`src/rtl/fetch_controller_if.sv`:
```
// Fetch-side bus bundle: instruction memory port, execute redirect and decode handshake.
interface fetch_controller_if #(
    parameter int FETCH_WIDTH = 2
);
    logic [31:0]               imem_address;
    logic [FETCH_WIDTH*32-1:0] imem_instruction;
    logic                      redirect_valid;
    logic [31:0]               redirect_target;
    logic                      out_valid;
    logic                      out_ready;
    logic [31:0]               out_pc;
    logic [FETCH_WIDTH*32-1:0] out_instruction;
    logic [FETCH_WIDTH-1:0]    out_slot_valid;
    logic                      fetch_end;

    modport master (
        output imem_address,
        input  imem_instruction,
        input  redirect_valid,
        input  redirect_target,
        output out_valid,
        input  out_ready,
        output out_pc,
        output out_instruction,
        output out_slot_valid,
        output fetch_end
    );

    modport slave (
        input  imem_address,
        output imem_instruction,
        output redirect_valid,
        output redirect_target,
        input  out_valid,
        output out_ready,
        input  out_pc,
        input  out_instruction,
        input  out_slot_valid,
        input  fetch_end
    );
endinterface

```
`src/rtl/fetch_controller.sv`:
```
// Fetch sequencer: drives the instruction memory from fetch_pc and buffers
// bundles in an in-order queue presented to decode; redirects flush everything.
module fetch_controller #(
    parameter int          FETCH_WIDTH     = 2,
    parameter int          QUEUE_DEPTH     = 4,
    parameter int          MEM_DEPTH       = 1024,
    parameter logic [31:0] START_BYTE_ADDR = 32'h0000_3000
) (
    input  logic               clock,
    input  logic               reset,
    fetch_controller_if.master bus
);

    localparam int PTR_W = $clog2(QUEUE_DEPTH);
    localparam int CNT_W = PTR_W + 1;
    localparam int BW    = FETCH_WIDTH * 32;

    typedef enum logic [1:0] {
        ST_IDLE,
        ST_FETCH,
        ST_END
    } state_t;

    state_t           state;
    logic [31:0]      fetch_pc;
    logic             fetch_end_r;
    logic [PTR_W-1:0] head;
    logic [PTR_W-1:0] tail;
    logic [CNT_W-1:0] count;

    logic [31:0]            pc_mem    [QUEUE_DEPTH];
    logic [BW-1:0]          instr_mem [QUEUE_DEPTH];
    logic [FETCH_WIDTH-1:0] mask_mem  [QUEUE_DEPTH];

    logic [31:0]            word_idx;
    logic                   in_range;
    logic [FETCH_WIDTH-1:0] slot_mask;
    logic [BW-1:0]          bundle;
    logic                   deq;
    logic                   can_enq;
    logic                   enq;

    always_comb begin
        word_idx  = (fetch_pc - START_BYTE_ADDR) >> 2;
        in_range  = (fetch_pc >= START_BYTE_ADDR) && (word_idx < 32'(MEM_DEPTH));
        slot_mask = '0;
        bundle    = '0;
        // Slots past the memory end are zeroed so decode never sees stale data.
        for (int unsigned i = 0; i < FETCH_WIDTH; i++) begin
            slot_mask[i] = (word_idx + i) < 32'(MEM_DEPTH);
            if (slot_mask[i]) begin
                bundle[i*32 +: 32] = bus.imem_instruction[i*32 +: 32];
            end
        end
    end

    assign deq     = (count != '0) && bus.out_ready;
    assign can_enq = (count < CNT_W'(QUEUE_DEPTH)) || deq;
    assign enq     = (state == ST_FETCH) && in_range && can_enq && !bus.redirect_valid;

    always_ff @(posedge clock or negedge reset) begin
        if (!reset) begin
            state       <= ST_IDLE;
            fetch_pc    <= START_BYTE_ADDR;
            fetch_end_r <= 1'b0;
            head        <= '0;
            tail        <= '0;
            count       <= '0;
        end else if (bus.redirect_valid) begin
            state       <= ST_FETCH;
            fetch_pc    <= bus.redirect_target & ~32'h3;
            fetch_end_r <= 1'b0;
            head        <= '0;
            tail        <= '0;
            count       <= '0;
        end else begin
            case (state)
                ST_IDLE: state <= ST_FETCH;
                ST_FETCH: begin
                    if (!in_range) begin
                        state       <= ST_END;
                        fetch_end_r <= 1'b1;
                    end else if (can_enq) begin
                        fetch_pc <= fetch_pc + 32'(4 * FETCH_WIDTH);
                    end
                end
                default: state <= ST_END;
            endcase

            if (enq) tail <= tail + 1'b1;
            if (deq) head <= head + 1'b1;
            case ({enq, deq})
                2'b10:   count <= count + 1'b1;
                2'b01:   count <= count - 1'b1;
                default: count <= count;
            endcase
        end
    end

    // Storage needs no reset: every read is gated by a nonzero count.
    always_ff @(posedge clock) begin
        if (enq) begin
            pc_mem[tail]    <= fetch_pc;
            instr_mem[tail] <= bundle;
            mask_mem[tail]  <= slot_mask;
        end
    end

    assign bus.imem_address    = fetch_pc;
    assign bus.fetch_end       = fetch_end_r;
    assign bus.out_valid       = (count != '0);
    assign bus.out_pc          = bus.out_valid ? pc_mem[head]    : '0;
    assign bus.out_instruction = bus.out_valid ? instr_mem[head] : '0;
    assign bus.out_slot_valid  = bus.out_valid ? mask_mem[head]  : '0;

endmodule

```
`src/flat_wrapper.sv`:
```
// flat-port wrapper written by rule: the top's interface ports become plain ports
module fetch_controller_flat 
#(
    parameter int          FETCH_WIDTH     = 2,
    parameter int          QUEUE_DEPTH     = 4,
    parameter int          MEM_DEPTH       = 1024,
    parameter logic [31:0] START_BYTE_ADDR = 32'h0000_3000
)
  (clock, reset, bus_imem_address, bus_imem_instruction, bus_redirect_valid, bus_redirect_target, bus_out_valid, bus_out_ready, bus_out_pc, bus_out_instruction, bus_out_slot_valid, bus_fetch_end);
  fetch_controller_if #(.FETCH_WIDTH(FETCH_WIDTH)) bus_i ();
  input  logic clock;
  input  logic reset;
  output wire logic [$bits(bus_i.imem_address)-1:0] bus_imem_address;
  input wire logic [$bits(bus_i.imem_instruction)-1:0] bus_imem_instruction;
  input wire logic [$bits(bus_i.redirect_valid)-1:0] bus_redirect_valid;
  input wire logic [$bits(bus_i.redirect_target)-1:0] bus_redirect_target;
  output wire logic [$bits(bus_i.out_valid)-1:0] bus_out_valid;
  input wire logic [$bits(bus_i.out_ready)-1:0] bus_out_ready;
  output wire logic [$bits(bus_i.out_pc)-1:0] bus_out_pc;
  output wire logic [$bits(bus_i.out_instruction)-1:0] bus_out_instruction;
  output wire logic [$bits(bus_i.out_slot_valid)-1:0] bus_out_slot_valid;
  output wire logic [$bits(bus_i.fetch_end)-1:0] bus_fetch_end;
  assign bus_imem_address = bus_i.imem_address;
  assign bus_i.imem_instruction = bus_imem_instruction;
  assign bus_i.redirect_valid = bus_redirect_valid;
  assign bus_i.redirect_target = bus_redirect_target;
  assign bus_out_valid = bus_i.out_valid;
  assign bus_i.out_ready = bus_out_ready;
  assign bus_out_pc = bus_i.out_pc;
  assign bus_out_instruction = bus_i.out_instruction;
  assign bus_out_slot_valid = bus_i.out_slot_valid;
  assign bus_fetch_end = bus_i.fetch_end;
  fetch_controller #(.FETCH_WIDTH(FETCH_WIDTH), .QUEUE_DEPTH(QUEUE_DEPTH), .MEM_DEPTH(MEM_DEPTH), .START_BYTE_ADDR(START_BYTE_ADDR)) u_core (.clock(clock), .reset(reset), .bus(bus_i));
endmodule
```
`config.mk`:
```
export PLATFORM = sky130hd
export DESIGN_NAME = fetch_controller_flat
export DESIGN_NICKNAME = d
export VERILOG_FILES = /design/src/rtl/fetch_controller_if.sv /design/src/rtl/fetch_controller.sv /design/src/flat_wrapper.sv
export SDC_FILE = /design/constraint.sdc
export NUM_CORES = 1
export LEC_CHECK = 0
export ABC_AREA = 1
export BUFFER_PORTS_ARGS = -buffer_cell sky130_fd_sc_hd__buf_4
export CORE_MARGIN = 10
export CORE_UTILIZATION = 58
export DETAILED_ROUTE_END_ITERATION = 16
export HOLD_SLACK_MARGIN = 0.03
export PLACE_DENSITY = 0.8
export REMOVE_ABC_BUFFERS = 1
export SLEW_MARGIN = 20
export SYNTH_ARGS = -nofsm -noshare
export SYNTH_HDL_FRONTEND = slang
export SYNTH_SLANG_ARGS = --single-unit
```
`constraint.sdc`:
```
create_clock -name clock -period 9.5 [get_ports clock]
set_input_delay 1.425 -clock clock [delete_from_list [all_inputs] [get_ports clock]]
set_output_delay 1.425 -clock clock [all_outputs]
set_load 0.05 [all_outputs]
```
==> run_results.csv <==
group,metric,value,unit
run_status,status,"finished, final reports clean",
flow_run,maxCapViolCount,0,
placement,place_hpwl,28.03,mm
clock_tree,clk_path_buf_depth,3,
routing,drt.antenna.violating_nets,0,
sta,rsz0062_at_grt,"false",
clock_tree,post_cts_buffers,0,
pwr,vdd_ir_drop_max,0.0002684,V
sta,clock_skew,0.02125,ns
sta,slew_headroom,29.74,%
grt,grt_pass1_wl,73.89,mm
sta,setup_viol,0,
floorplan,rows,65,
hold_path,worstHoldEndpoint,"u_core.tail[0]",
finish,num-nets-final,2095,
floorplan,die_x,200.3,µm
floorplan,io_pins,232,
clock_tree,cts.clk_slew.worst_paths,0.06,ns
routing,avgRoutedWirePerCell,19.17,µm
sta,worstMarginPinSlew,1.054,ns
worst_setup_path,arrival,5.26,ns
synth,ys_ff_latch,424,
floorplan,die_area,40140,µm²
worst_setup_path,r2r_end,"u_core.instr_mem[1][32]",
routing,avgViaCountPerCell,5.574,
grt,grt_pass1_vias,13843,
clock_tree,cts_buffers,44,
sta,setup_tns,0,ns
floorplan,start_util,59.32,%
grt,grt_usage,22.63,%
worst_setup_path,critical_path_class,"register to register",
clock_tree,ctsResizeCount,0,
hold_path,holdCritPathClass,"register to register",
grt,antenna_found_initial,0,
grt,grt_max_degree,124,
sta,hold_viol_final,0,
synth,synth.avg_cell_area,10.54,µm²
pwr,power.share.switching,39.50,%
synth,ys_seq_area_share,66.45,%
placement,io_buffers,225,
pwr,power.switching,2.327,mW
hold_path,hold_path_depth,1,
pwr,leakagePower,8.588,nW
worst_setup_path,r2r_setup_slack,4.39,ns
clock_tree,clock-root-buffer,"clkbuf_16",
clock_tree,cts_hold_buf,0,
routing,vias,13673,
synth,ys_warn_count,0,
clock_tree,htreeDepth,2,
routing,remaining_drc_errors,0,
synth,synthesis.area,18860,µm²
finish,drive_above_1_share,18.98,%
sta,slew_viol_final,0,
grt,grt_overflow,0,
finish,diodes,0,
clock_tree,tritoncts,"built",
sta,min_period,5.106,ns
worst_setup_path,r2r_start,"u_core.bus.imem_address[12]",
pwr,p_int,3.564,mW
pwr,seq_power_share,35.9,%
synth,yosys.cell_types.count,42,
pwr,powerDensity,264.5,nW/µm²
finish,synthToLayoutAreaGrowth,18.05,%
routing,drtIter0Drc,1056,
clock_tree,cts.sinks,424,
worst_setup_path,cp.required,9.66,ns
hold_path,min_from,"u_core.tail[0]",
worst_setup_path,path_max_fanout,48,
floorplan,core_area,31800,µm²
worst_setup_path,crit_path_end_kind,"register",
routing,dr.pass1.iters,5,
synth,synth_cells,1789,
sta,fmax,195.8,MHz
floorplan,die_y,200.3,µm
sta,period_share,53.75,%
routing,routed_wl,47.03,mm
worst_setup_path,worst_setup_path_start_kind,"register",
pwr,power.total,5.890,mW
pwr,p_comb_share,35.8,%
clock_tree,insertion_delay,0.54,ns
placement,globalplace.congestion,0.9193,
pwr,pwr-share-clk,28.3,%
worst_setup_path,reg2reg_depth,16,
==> kinds of logic (layout without fill, tap and decap cells) <==
group / after synthesis / in the layout / synth area share, %
compound gates: 339 / 339 / 9.154
xor+xnor: 19 / 19 / 0.9618
fa+ha+maj: 9 / 9 / 0.6368
buf+inv: 230 / 456 / 4.922
flops: 424 / 424 / 66.45
other cells: 1 / 4 / 0.01988
simple gates: 767 / 767 / 17.86
==> sequential cells by signal, summed over array words and instances (netlist names) <==
| signal | count |
|---|---|
| u_core.state | 2 |
| u_core.count | 3 |
| u_core.instr_mem | 256 |
| u_core.bus.imem_address | 30 |
| u_core.tail | 2 |
| u_core.pc_mem | 120 |
| u_core.mask_mem | 8 |
| u_core.bus.fetch_end | 1 |
| u_core.head | 2 |
==> placed cells by master, fill, tap and decap left out, types with 2 or more instances in the layout <==
cell type / count
nand4_1: 16
ha_1: 8
bufinv_16: 4
inv_4: 2
nand3_2: 4
xnor2_1: 6
nor3_4: 2
dfrtp_4: 2
o21ai_1: 2
clkinv_2: 8
nand3_1: 34
clkinv_1: 9
conb_1: 4
nand4_2: 2
nand2_2: 5
inv_6: 3
nor2_1: 492
o21ai_0: 210
o211ai_1: 7
buf_4: 241
nor3_2: 31
edfxtp_1: 384
nor3_1: 10
a21oi_1: 114
nand2_4: 3
dfrtp_1: 36
a31oi_1: 3
inv_1: 126
xor2_2: 2
clkbuf_1: 8
inv_2: 6
xor2_1: 11
nand2_1: 149
nor2_4: 14
clkbuf_16: 45
dfstp_2: 2
==> power groups by stage <==
| stage | Sequential (mW) | Combinational (mW) | Clock (mW) |
|---|---|---|---|
| after detailed placement | 2.15 | 2.11 | 0 |
| final | 2.11 | 2.11 | 1.67 |
| after global routing | 2.12 | 2.24 | 1.77 |
| after CTS | 2.11 | 2.12 | 1.69 |
| after floorplan | 2.21 | 1.35 | 0 |
| after global placement | 2.15 | 2.09 | 0 |
==> routing by layer <==
layer  part of all wire [%]  vias to the layer above  track usage (%)
li1                       -                     6482                -
met1                     41                     6525            28.99
met2                     50                      578            38.34
met3                    7.2                       88            4.126
met4                    2.4                        0            7.195
met5                      0                        -                0
==> layout make-up <==
type                            count  area [µm²]
Clock buffer                       54        1170
Clock inverter                     24       229.0
Fill cell                        2287        9532
Inverter                          136       515.5
Multi-Input combinational cell   1138        5446
Sequential cell                   424       12540
Tap cell                          435       544.3
Timing Repair Buffer              242        1821
==> how the worst max path moves through the flow <==
stage / startpoint / to / depth (start not counted)
floorplan: u_core.head[0] / bus_out_pc[30] / 3
global placement: bus_redirect_valid / u_core.instr_mem[3][62] / 6
detailed placement: bus_redirect_valid / u_core.instr_mem[1][41] / 6
CTS: u_core.bus.imem_address[12] / u_core.instr_mem[1][43] / 16
global route: u_core.bus.imem_address[12] / u_core.mask_mem[3][0] / 16
finish: u_core.bus.imem_address[12] / u_core.instr_mem[1][32] / 16
==> cells in the mapped netlist (all sizes together) <==
master	instances	area share, %
nand2	157	3.3
or2	1	0.033
nand3b	1	0.040
o21ai	212	5.6
nor4	1	0.033
a21boi	1	0.040
inv	134	2.7
dfstp	2	0.28
edfxtp	384	61
a31oi	3	0.10
ha	8	0.53
o221ai	1	0.046
dfrtp	38	5.0
o211ai	7	0.28
o21bai	1	0.040
nand4	18	0.66
conb	1	0.020
clkinv	2	0.040
buf	36	1.1
xnor2	6	0.28
fa	1	0.11
nand3	38	1.1
clkbuf	58	1.2
nor2	508	11
a21oi	114	3.0
xor2	13	0.68
nor3	43	2.1
==> per-stage QoR <==
step	hold WS, ns	utilization (%)	std cells	instance area (µm²)	worst slack, ns
2_1_floorplan	0.4921	-	1698	18460	0.8017
3_3_place_gp	0.5085	65.61	2375	20870	4.173
3_5_place_dp	0.5284	65.61	2375	20870	4.046
4_1_cts	0.5365	70.01	2453	22260	4.353
5_1_grt	0.5621	70.03	2453	22270	3.976
6_report	0.5462	70.03	2453	22270	4.394
==> critical path: stages (launching register included) <==
cell and delay (ns):
dfstp_2 0.44, ha_1 0.26, nor2_4 0.18, nand2_4 0.09
nor2_4 0.23, nand2_2 0.09, nand2_1 0.08, nand2_1 0.11
inv_1 0.09, nand2_1 0.05, nor3_1 0.15, nand3_1 0.16
nor3_4 0.30, nand4_1 0.45, nor2_4 0.76, buf_4 0.56
buf_4 0.68
Note: power is estimated with default switching activity, not from simulation.
